**src/rtl/mem_port_arbiter.sv**
```systemverilog
// mem_port_arbiter
// Shares one single-port unified memory between instruction fetch (IF) and
// load/store (DM). Only one memory transaction is in flight at a time. The
// data side wins contention. A starvation counter forces fetch to win once
// it has been passed over STARVE_MAX times while pending.
//
// Ports
//   clk, rst                         clock, synchronous active-high reset
//   if_req, if_addr                  fetch request (level, held until if_done)
//   if_done, if_rdata                fetch completion pulse, registered word
//   dm_req, dm_we, dm_addr,
//   dm_wdata, dm_be                  load/store request (level, held until dm_done)
//   dm_done, dm_rdata                load/store completion pulse, load data
//   stall_if, stall_m                combinational stalls for the hazard unit
//   mem_req, mem_we, mem_addr,
//   mem_wdata, mem_be                registered memory request
//   mem_gnt, mem_rvalid, mem_rdata   memory accept / completion / read data
//
// state | meaning
// IDLE  | no transaction; arbitrate among unmasked requesters
// REQ   | mem_req driven, waiting for mem_gnt
// WAIT  | request accepted, waiting for mem_rvalid
module mem_port_arbiter #(
  parameter int AW         = 32,
  parameter int DW         = 32,
  parameter int STARVE_MAX = 4
) (
  input  logic            clk,
  input  logic            rst,
  input  logic            if_req,
  input  logic [AW-1:0]   if_addr,
  output logic            if_done,
  output logic [DW-1:0]   if_rdata,
  input  logic            dm_req,
  input  logic            dm_we,
  input  logic [AW-1:0]   dm_addr,
  input  logic [DW-1:0]   dm_wdata,
  input  logic [DW/8-1:0] dm_be,
  output logic            dm_done,
  output logic [DW-1:0]   dm_rdata,
  output logic            stall_if,
  output logic            stall_m,
  output logic            mem_req,
  output logic            mem_we,
  output logic [AW-1:0]   mem_addr,
  output logic [DW-1:0]   mem_wdata,
  output logic [DW/8-1:0] mem_be,
  input  logic            mem_gnt,
  input  logic            mem_rvalid,
  input  logic [DW-1:0]   mem_rdata
);

  localparam int CW = $clog2(STARVE_MAX + 1);

  typedef enum logic [1:0] {
    IDLE = 2'd0,
    REQ  = 2'd1,
    WAIT = 2'd2
  } arbStateE;

  arbStateE        state;
  arbStateE        stateNext;
  logic            ownerDm;
  logic [CW-1:0]   starveCnt;
  logic            ifLive;
  logic            dmLive;
  logic            starveFull;
  logic            pickDm;
  logic            pickIf;
  logic            finish;

  // A requester whose done pulse is high is still presenting the request it
  // just completed; ignore it for one cycle so it is not issued twice.
  assign ifLive     = if_req && !if_done;
  assign dmLive     = dm_req && !dm_done;
  assign starveFull = (starveCnt == CW'(STARVE_MAX));

  assign stall_if = if_req && !if_done;
  assign stall_m  = dm_req && !dm_done;

  always_ff @(posedge clk) begin
    if (rst) begin
      state <= IDLE;
    end else begin
      state <= stateNext;
    end
  end

  always_comb begin
    stateNext = state;
    pickDm    = 1'b0;
    pickIf    = 1'b0;
    finish    = 1'b0;
    case (state)
      IDLE: begin
        if (dmLive && !(ifLive && starveFull)) begin
          pickDm    = 1'b1;
          stateNext = REQ;
        end else if (ifLive) begin
          pickIf    = 1'b1;
          stateNext = REQ;
        end
      end
      REQ: begin
        // rvalid without gnt here is a stray response and is dropped
        if (mem_gnt) begin
          if (mem_rvalid) begin
            finish    = 1'b1;
            stateNext = IDLE;
          end else begin
            stateNext = WAIT;
          end
        end
      end
      WAIT: begin
        if (mem_rvalid) begin
          finish    = 1'b1;
          stateNext = IDLE;
        end
      end
      default: stateNext = IDLE;
    endcase
  end

  always_ff @(posedge clk) begin
    if (rst) begin
      ownerDm   <= 1'b0;
      starveCnt <= '0;
      mem_req   <= 1'b0;
      mem_we    <= 1'b0;
      mem_addr  <= '0;
      mem_wdata <= '0;
      mem_be    <= '0;
      if_done   <= 1'b0;
      dm_done   <= 1'b0;
      if_rdata  <= '0;
      dm_rdata  <= '0;
    end else begin
      if_done <= finish && !ownerDm;
      dm_done <= finish && ownerDm;

      if (pickDm) begin
        ownerDm   <= 1'b1;
        mem_req   <= 1'b1;
        mem_we    <= dm_we;
        mem_addr  <= dm_addr;
        mem_wdata <= dm_wdata;
        mem_be    <= dm_be;
      end else if (pickIf) begin
        ownerDm   <= 1'b0;
        mem_req   <= 1'b1;
        mem_we    <= 1'b0;
        mem_addr  <= if_addr;
        mem_wdata <= '0;
        mem_be    <= '1;
      end else if (state == REQ && mem_gnt) begin
        mem_req <= 1'b0;
      end

      // mem_we still holds the owner's direction while the transaction completes
      if (finish) begin
        if (ownerDm) begin
          dm_rdata <= mem_we ? '0 : mem_rdata;
        end else begin
          if_rdata <= mem_rdata;
        end
      end

      if (pickDm && ifLive && !starveFull) begin
        starveCnt <= starveCnt + CW'(1);
      end else if (pickIf) begin
        starveCnt <= '0;
      end
    end
  end

endmodule
```
**config.mk**
```make
export PLATFORM = sky130hd
export DESIGN_NAME = mem_port_arbiter
export DESIGN_NICKNAME = d
export VERILOG_FILES = /design/src/rtl/mem_port_arbiter.sv
export SDC_FILE = /design/constraint.sdc
export NUM_CORES = 1
export LEC_CHECK = 0
export ABC_AREA = 0
export CORE_ASPECT_RATIO = 0.5
export CORE_MARGIN = 10
export CORE_UTILIZATION = 48
export CTS_BUF_LIST = sky130_fd_sc_hd__clkbuf_8
export CTS_CLUSTER_SIZE = 40
export DETAILED_ROUTE_END_ITERATION = 6
export PLACE_DENSITY = 0.86
export SYNTH_ARGS = -nofsm -noshare
export SYNTH_HDL_FRONTEND = slang
export SYNTH_SLANG_ARGS = --single-unit
```
**constraint.sdc**
```tcl
create_clock -name clk -period 2.7 [get_ports clk]
set_input_delay 0.81 -clock clk [delete_from_list [all_inputs] [get_ports clk]]
set_output_delay 0.81 -clock clk [all_outputs]
set_load 0.05 [all_outputs]
```
* After elaboration in Yosys (flattened, before gate mapping)
Cells that the tools add are included.
** Storage, ports and cells
- Memory bits (read-only) :: 0
- Latch bits :: 0
- Register bits :: 142
- Memories :: 0
- Bits in writable memories :: 0
- Input port bits :: 139
- Output and inout port bits :: 138
** Cells by class
- Add/sub/neg operators :: 1
- Div/mod/pow operators :: 0
- Multiplexer cells :: 29
- Bitwise operators :: 1
- Reduce and logical (&&, ||, !) cells :: 21
- Equality and inequality tests :: 6
- $mul :: 0
- Shift operators :: 0
- Order comparisons :: 0
** Operators by type and width (number)
- two-way mux 32 bit :: 5
- two-way mux 1 bit :: 13
- two-way mux 2 bit :: 5
- logical AND 1 bit :: 9
- two-way mux 4 bit :: 2
- two-way mux 3 bit :: 2
- case mux 2 bit (3 select lines) :: 1
- zero test 1 bit :: 5
- inequality test 2 bit, second input constant :: 2
- AND reduction 2 bit :: 2
- nonzero test 2 bit :: 2
- adder 3 x 1 -> 3 bit, second input constant :: 1
- equality test 3 bit, second input constant :: 1
- inequality test 3 bit, second input constant :: 1
- AND reduction 3 bit :: 1
- nonzero test 3 bit :: 1
- equality test 2 x 1 -> 1 bit, second input constant :: 1
- equality test 2 bit, second input constant :: 1
- zero test 2 bit :: 1
- case mux 1 bit (2 select lines) :: 1
- NOT 1 bit :: 1

* Depth between registers and ports, before layout
Gate-level depths: netlist (run 1).
- Depth after elaboration :: 10
- Depth in mapped cells :: 8

* Worst setup path before layout (run 1)
OpenSTA, ideal clock, no wires.
- Path type :: input-to-output
- From :: input dm_req
- To :: output stall_m
- Slack :: 572 ps
- Path buffers :: 3
- Stages :: 5
- Arrival :: 1318 ps
- Path through :: nand2b_4 -> buf_6 -> clkinv_2 -> buf_6 -> buf_6
** Between the ends
- Longest elaborated chain between the ends :: 1
** RTL lines
- from (decl) :: line 34 : input logic dm_req,
- logical AND 1 bit :: line 79 : assign stall_m = dm_req && !dm_done;
- to (decl) :: line 42 : output logic stall_m,
No other way between the ends.

* Worst setup path after layout (run 1)
- From :: input if_req
- To :: output stall_if
** Between the ends
- Longest elaborated chain between the ends :: 1
** RTL lines
- from (decl) :: line 30 : input logic if_req,
- logical AND 1 bit :: line 78 : assign stall_if = if_req && !if_done;
- to (decl) :: line 41 : output logic stall_if,
No other way between the ends.

==> impl_metrics.toml, run 1 <==
[detailed_routing]
via_per_inst = 5.92
wl_met3_mm = 1.42
dr.pass1.iters = 5
wl_met2_mm = 12.1
route.detailed.drc = 0
dr.max_layer_used = "met4"
wl_per_cell_um = 20.8
vias = 6691
first_iter_violations = 619
ant_nets = 0
met1_length_mm = 9.56
drt_wl_total_mm = 23.5

[synthesis]
synth_warnings = 0
synth_edf_count = 0
synthMostInstantiatedCell = "dfxtp_1"
syn_area_per_cell_um2 = 9.22
synth-seq-cells = 142
ys_seq_area_frac = 0.435
synth.net_count = 853
ys_top_cells_by_count = "142 x dfxtp_1, 69 x inv_1, 49 x clkbuf_1"
syn_area_mm2 = 0.00653
synthTopCellsByArea = "dfxtp_1 44%, nor4b_1 4.4%, o32ai_1 4.4%"
ys_types = 44
synth_top_area_frac = 0.435
synth_area_leader_cell = "dfxtp_1"
synthCells = 709
async_flop_share = 0
synth-main-ff-cell = "dfxtp_1"

[worst_setup_path]
crit_required_ps = 1890
critical_path_class = "in2out"
setup.worst_path.start_class = "input pin"
slowest_delay_ps = 550
crit_chain = "clkdlybuf4s50_1 -> nand2b_1 -> inv_2 -> buf_12"
worst_path_max_delay_cell = "clkdlybuf4s50_1"
path_max_fanout = 5
cp-end-kind = "output port"
worst-path-buf-inv = 3
crit_family = "buffers and inverters"
critPathArrivalTime_ps = 1760

[clock_network]
cts_max_level = 4
cts.sinks = 142
postCtsHoldBufs = 0
cts_setup_buffers = 0
cts_buffers = 17
cts_tree = "yes"
post_cts_resize_count = 0
path_clk_slew_ps = 80
clockRootBuffer = "clkbuf_8"
worstSkewPairLatency_ps = 440
clk_path_buf_depth = 2

[layout]
multi_input_area_mm2 = 0.00300
drive_above_1_share = 0.123
regArea_mm2 = 0.00284
area_growth_pct = 50.6
nFillCells = 983
nNetsFinal = 1086
utilization = 0.732
layout.cells.non_filler = 1131

[hold_path]
hold_class = "reg2reg"

[place]
dpl.hpwl_mm = 16.3
gp_congestion = 0.799
pre_cts_ws_ps = 113
portBuffers = 276
placed_cells = 1099

[status]
outcome = "completed"

[floorplan]
die_height_um = 103
die_w_um = 185
io_pins = 277
start_util = 0.486
fp.coreArea_mm2 = 0.0134
die_area_mm2 = 0.0190
rows = 30

[pwr]
finalPower_mw = 6.20
ir_drop_mv = 0.390
powerDensity_mw_per_mm2 = 630
p_leak_nw = 3.34

[grt]
grt_pass1_vias = 6594
grt_pass1_wl_mm = 36.3
grt_max_degree = 66
grt_overflow_total = 0
antenna_found_initial = 0
grt_use_total = 0.236

[timing]
finalCritPeriodShare = 0.954
max_slew_margin = 0.613
slew_viol_final = 0
finalHoldViolations = 0
clock_skew_ps = 17.2
fmax_ghz = 0.388
setup_slack_ps = 125
finalSetupViolations = 0
rsz0062_at_grt = "no"
period_needed_ps = 2570
fin_tns_setup_ps = 0
tightest_slew_ps = 579

[run]
drv_cap = 0
==> worst min-delay path, stage by stage, from the launching register on <==
cell and delay (ps):
dfxtp_1 310, inv_1 50, a2111oi_1 50
==> registers in the layout (all words and copies together), names as in the netlist <==
name	flops
dm_done	1
dm_rdata	32
if_done	1
if_rdata	32
mem_addr	32
mem_be	4
mem_req	1
mem_wdata	32
mem_we	1
ownerDm	1
starveCnt	3
state	2
==> through the flow <==
step           cell area, um^2  hold slack (ps)
3_5_place_dp              9440              450
4_1_cts                   9840              462
3_3_place_gp              9440              445
6_report                  9840              460
5_1_grt                   9840              486
2_1_floorplan             6530              449
==> routing by layer <==
metal | track usage | up-vias
li1 | - | 3173
met1 | 0.280 | 3254
met2 | 0.420 | 233
met3 | 0.0538 | 31
met4 | 0.0775 | 0
met5 | 0 | -
==> power by group <==
| part | switching, mW | internal (mW) |
|---|---|---|
| clock network | 0.893 | 0.862 |
| logic | 1.32 | 0.774 |
| registers | 0.0910 | 2.26 |
==> final timing paths <==
path                              from                   endpoint  slack (ps)  depth (start not counted)
max                             if_req                   stall_if         130                          4
min          mem_addr[26]$_SDFFE_PP0P_  mem_addr[26]$_SDFFE_PP0P_         460                          2
max reg2reg      state[0]$_SDFFE_PP0P_   mem_addr[8]$_SDFFE_PP0P_         720                          6
min reg2reg  mem_addr[26]$_SDFFE_PP0P_  mem_addr[26]$_SDFFE_PP0P_         460                          2
==> cells in the final DEF, fill, tap and decap left out, drive strengths merged, types with 2 or more instances in the layout <==
cell type,count
clkdlybuf4s50,272
dfxtp,142
inv,78
nand2,41
a21oi,38
nand4,34
nor4,33
o31ai,33
nor4b,33
o32ai,33
buf,33
a211oi,32
a31o,32
a2111oi,32
or3b,32
clkbuf,18
ha,5
clkinvlp,5
o221a,4
nand3,2
nor2b,2
nand4b,2
nand3b,2
bufinv,2
nand2b,2
o21ai,2
==> cell families after synthesis <==
logic type,synth area share
AO/OA/AOI/OAI,0.256
AND/OR/NAND/NOR,0.191
buffers and inverters,0.107
flip-flops,0.435
adder cells (fa/ha/maj),0.00957
multiplexers,0.00153
==> final cells by class <==
| cell class | instances | share of cell area |
|---|---|---|
| diodes | 1 | 0.000254 |
| clock buffers | 18 | 0.0252 |
| clock inverters | 13 | 0.0155 |
| inverters | 73 | 0.0280 |
| multi-input cells | 403 | 0.305 |
| flip-flops and latches | 142 | 0.289 |
| well taps | 176 | 0.0224 |
| repair buffers | 305 | 0.315 |
Note: power is estimated with default switching activity, not from simulation.
==> run 2, diff against run 1 <==
Settings changed: TNS_END_PERCENT from default to 5.
==> results of run 2 <==
No change in the layout: final DEF, timing and power equal those of run 1.
==> run 3, diff against run 2 <==
Settings changed: CORE_UTILIZATION 48 to 40, PLACE_DENSITY 0.86 to 0.76.
Clock period 2.7 ns to 2.2 ns, I/O delays scaled along.
==> impl_metrics.toml, run 3 (synthesized netlist as in run 1, its figures left out) <==
[timing]
fmax_ghz = 0.496
max_slew_margin = 0.642
rsz0062_at_grt = "no"
finalHoldViolations = 0
finalCritPeriodShare = 0.916
finalSetupViolations = 0
clock_skew_ps = 15.6
setup_slack_ps = 184
fin_tns_setup_ps = 0
tightest_slew_ps = 539
period_needed_ps = 2020
slew_viol_final = 0

[detailed_routing]
met1_length_mm = 10.2
wl_met2_mm = 12.5
wl_met3_mm = 1.36
dr.max_layer_used = "met4"
drt_wl_total_mm = 24.5
dr.pass1.iters = 5
via_per_inst = 5.68
ant_nets = 0
vias = 6760
route.detailed.drc = 0
wl_per_cell_um = 20.6
first_iter_violations = 440

[layout]
area_growth_pct = 51.1
final_cell_mix = "142 x dfxtp_1, 135 x clkdlybuf4s50_1, 91 x buf_4, 73 x dlygate4sd2_1, 70 x inv_1"
layout.cells.non_filler = 1190
layout_commonest_cell = "dfxtp_1"
drive_above_1_share = 0.199
nNetsFinal = 1099

[clock_network]
cts_tree = "yes"
postCtsHoldBufs = 0
cts_buffers = 17
cts_max_level = 4
worstSkewPairLatency_ps = 450
path_clk_slew_ps = 80
clk_path_buf_depth = 2
clockRootBuffer = "clkbuf_8"
cts.sinks = 142

[floorplan]
rows = 32
io_pins = 277
fp.coreArea_mm2 = 0.0157
die_area_mm2 = 0.0222
die_height_um = 110
start_util = 0.416
die_w_um = 201

[run]
drv_cap = 0

[hold_path]
hold_start = "mem_addr[8]$_SDFFE_PP0P_"
hold_end = "mem_addr[8]$_SDFFE_PP0P_"
min_delay_path_depth = 2
hold_class = "reg2reg"

[grt]
antenna_found_initial = 0
grt_max_degree = 68
grt_pass1_vias = 6543
grt_pass1_wl_mm = 37.3
grt_overflow_total = 0
grt_use_total = 0.208

[worst_setup_path]
worstReg2RegStart = "starveCnt[0]$_SDFFE_PP0P_"
cp-end-kind = "output port"
r2r-end = "mem_addr[10]$_SDFFE_PP0P_"
worst_path_max_delay_cell = "dlygate4sd2_1"
reg2reg_depth = 6
critical_path_class = "reg2out"
path_max_fanout = 2
r2r_slack_ps = 450
crit_chain = "dlygate4sd2_1"
crit_required_ps = 1540
critPathArrivalTime_ps = 1360
crit_family = "buffers and inverters"
slowest_delay_ps = 550
setup.worst_path.start_class = "register"
worst-path-buf-inv = 1

[pwr]
finalPower_mw = 7.74
ir_drop_mv = 0.398
p_leak_nw = 3.89
powerDensity_mw_per_mm2 = 784

[place]
gp_congestion = 0.851
pre_cts_ws_ps = -130
portBuffers = 276
dpl.hpwl_mm = 17.3
placed_cells = 1157

[status]
outcome = "completed"
-- run 3: cell type report --
| class | instances | area [um^2] |
|---|---|---|
| fillers | 1361 | 5820 |
| repair buffers | 318 | 3040 |
| multi-input cells | 403 | 3000 |
| flip-flops and latches | 142 | 2840 |
| well taps | 221 | 277 |
| inverters | 73 | 275 |
| clock buffers | 18 | 248 |
| clock inverters | 14 | 181 |
| diodes | 1 | 2.50 |
-- run 3: worst reg2reg max path, cell delays in order (launching register included) --
cell and delay (ps):
dfxtp_1 340, inv_1 80, ha_1 220, and4b_1 300
buf_12 190, nor4b_1 80, a2111oi_1 400
-- run 3: power by group --
part | internal, mW | switching, mW
Sequential | 2.77 | 0.108
Combinational | 0.917 | 1.64
Clock | 1.18 | 1.12
-- run 3: metrics by stage --
step                cell area (um^2)   util  hold WS [ps]
floorplan                       6530      -           449
global placement                9520  0.607           445
detailed placement              9520  0.607           451
CTS                             9860  0.628           461
global route                    9870  0.629           476
finish                          9870  0.629           461
-- run 3: repair_timing --
item / CTS / global route
setup endpoints to repair: 74 / 1
setup buffers: 0 / 0
gates resized for setup: 74 / 2
-- run 3: how the worst max path moves through the flow --
stage                              start  cells after the start                        end  slack [ps]
2_1_floorplan         dm_done$_SDFF_PP0_                      5                    stall_m         230
3_3_place_gp                      dm_req                      4                    stall_m          10
3_5_place_dp                      if_req                      5  mem_addr[10]$_SDFFE_PP0P_        -130
4_1_cts                           dm_req                      4                    stall_m          20
5_1_grt        if_rdata[13]$_SDFFE_PP0P_                      1               if_rdata[13]         110
6_report       if_rdata[13]$_SDFFE_PP0P_                      1               if_rdata[13]         180
-- run 3: metal layers --
metal  global-route usage  vias up
li1                     -     3208
met1                0.247     3300
met2                0.368      225
met3               0.0542       27
met4               0.0649        0
met5                    0        -
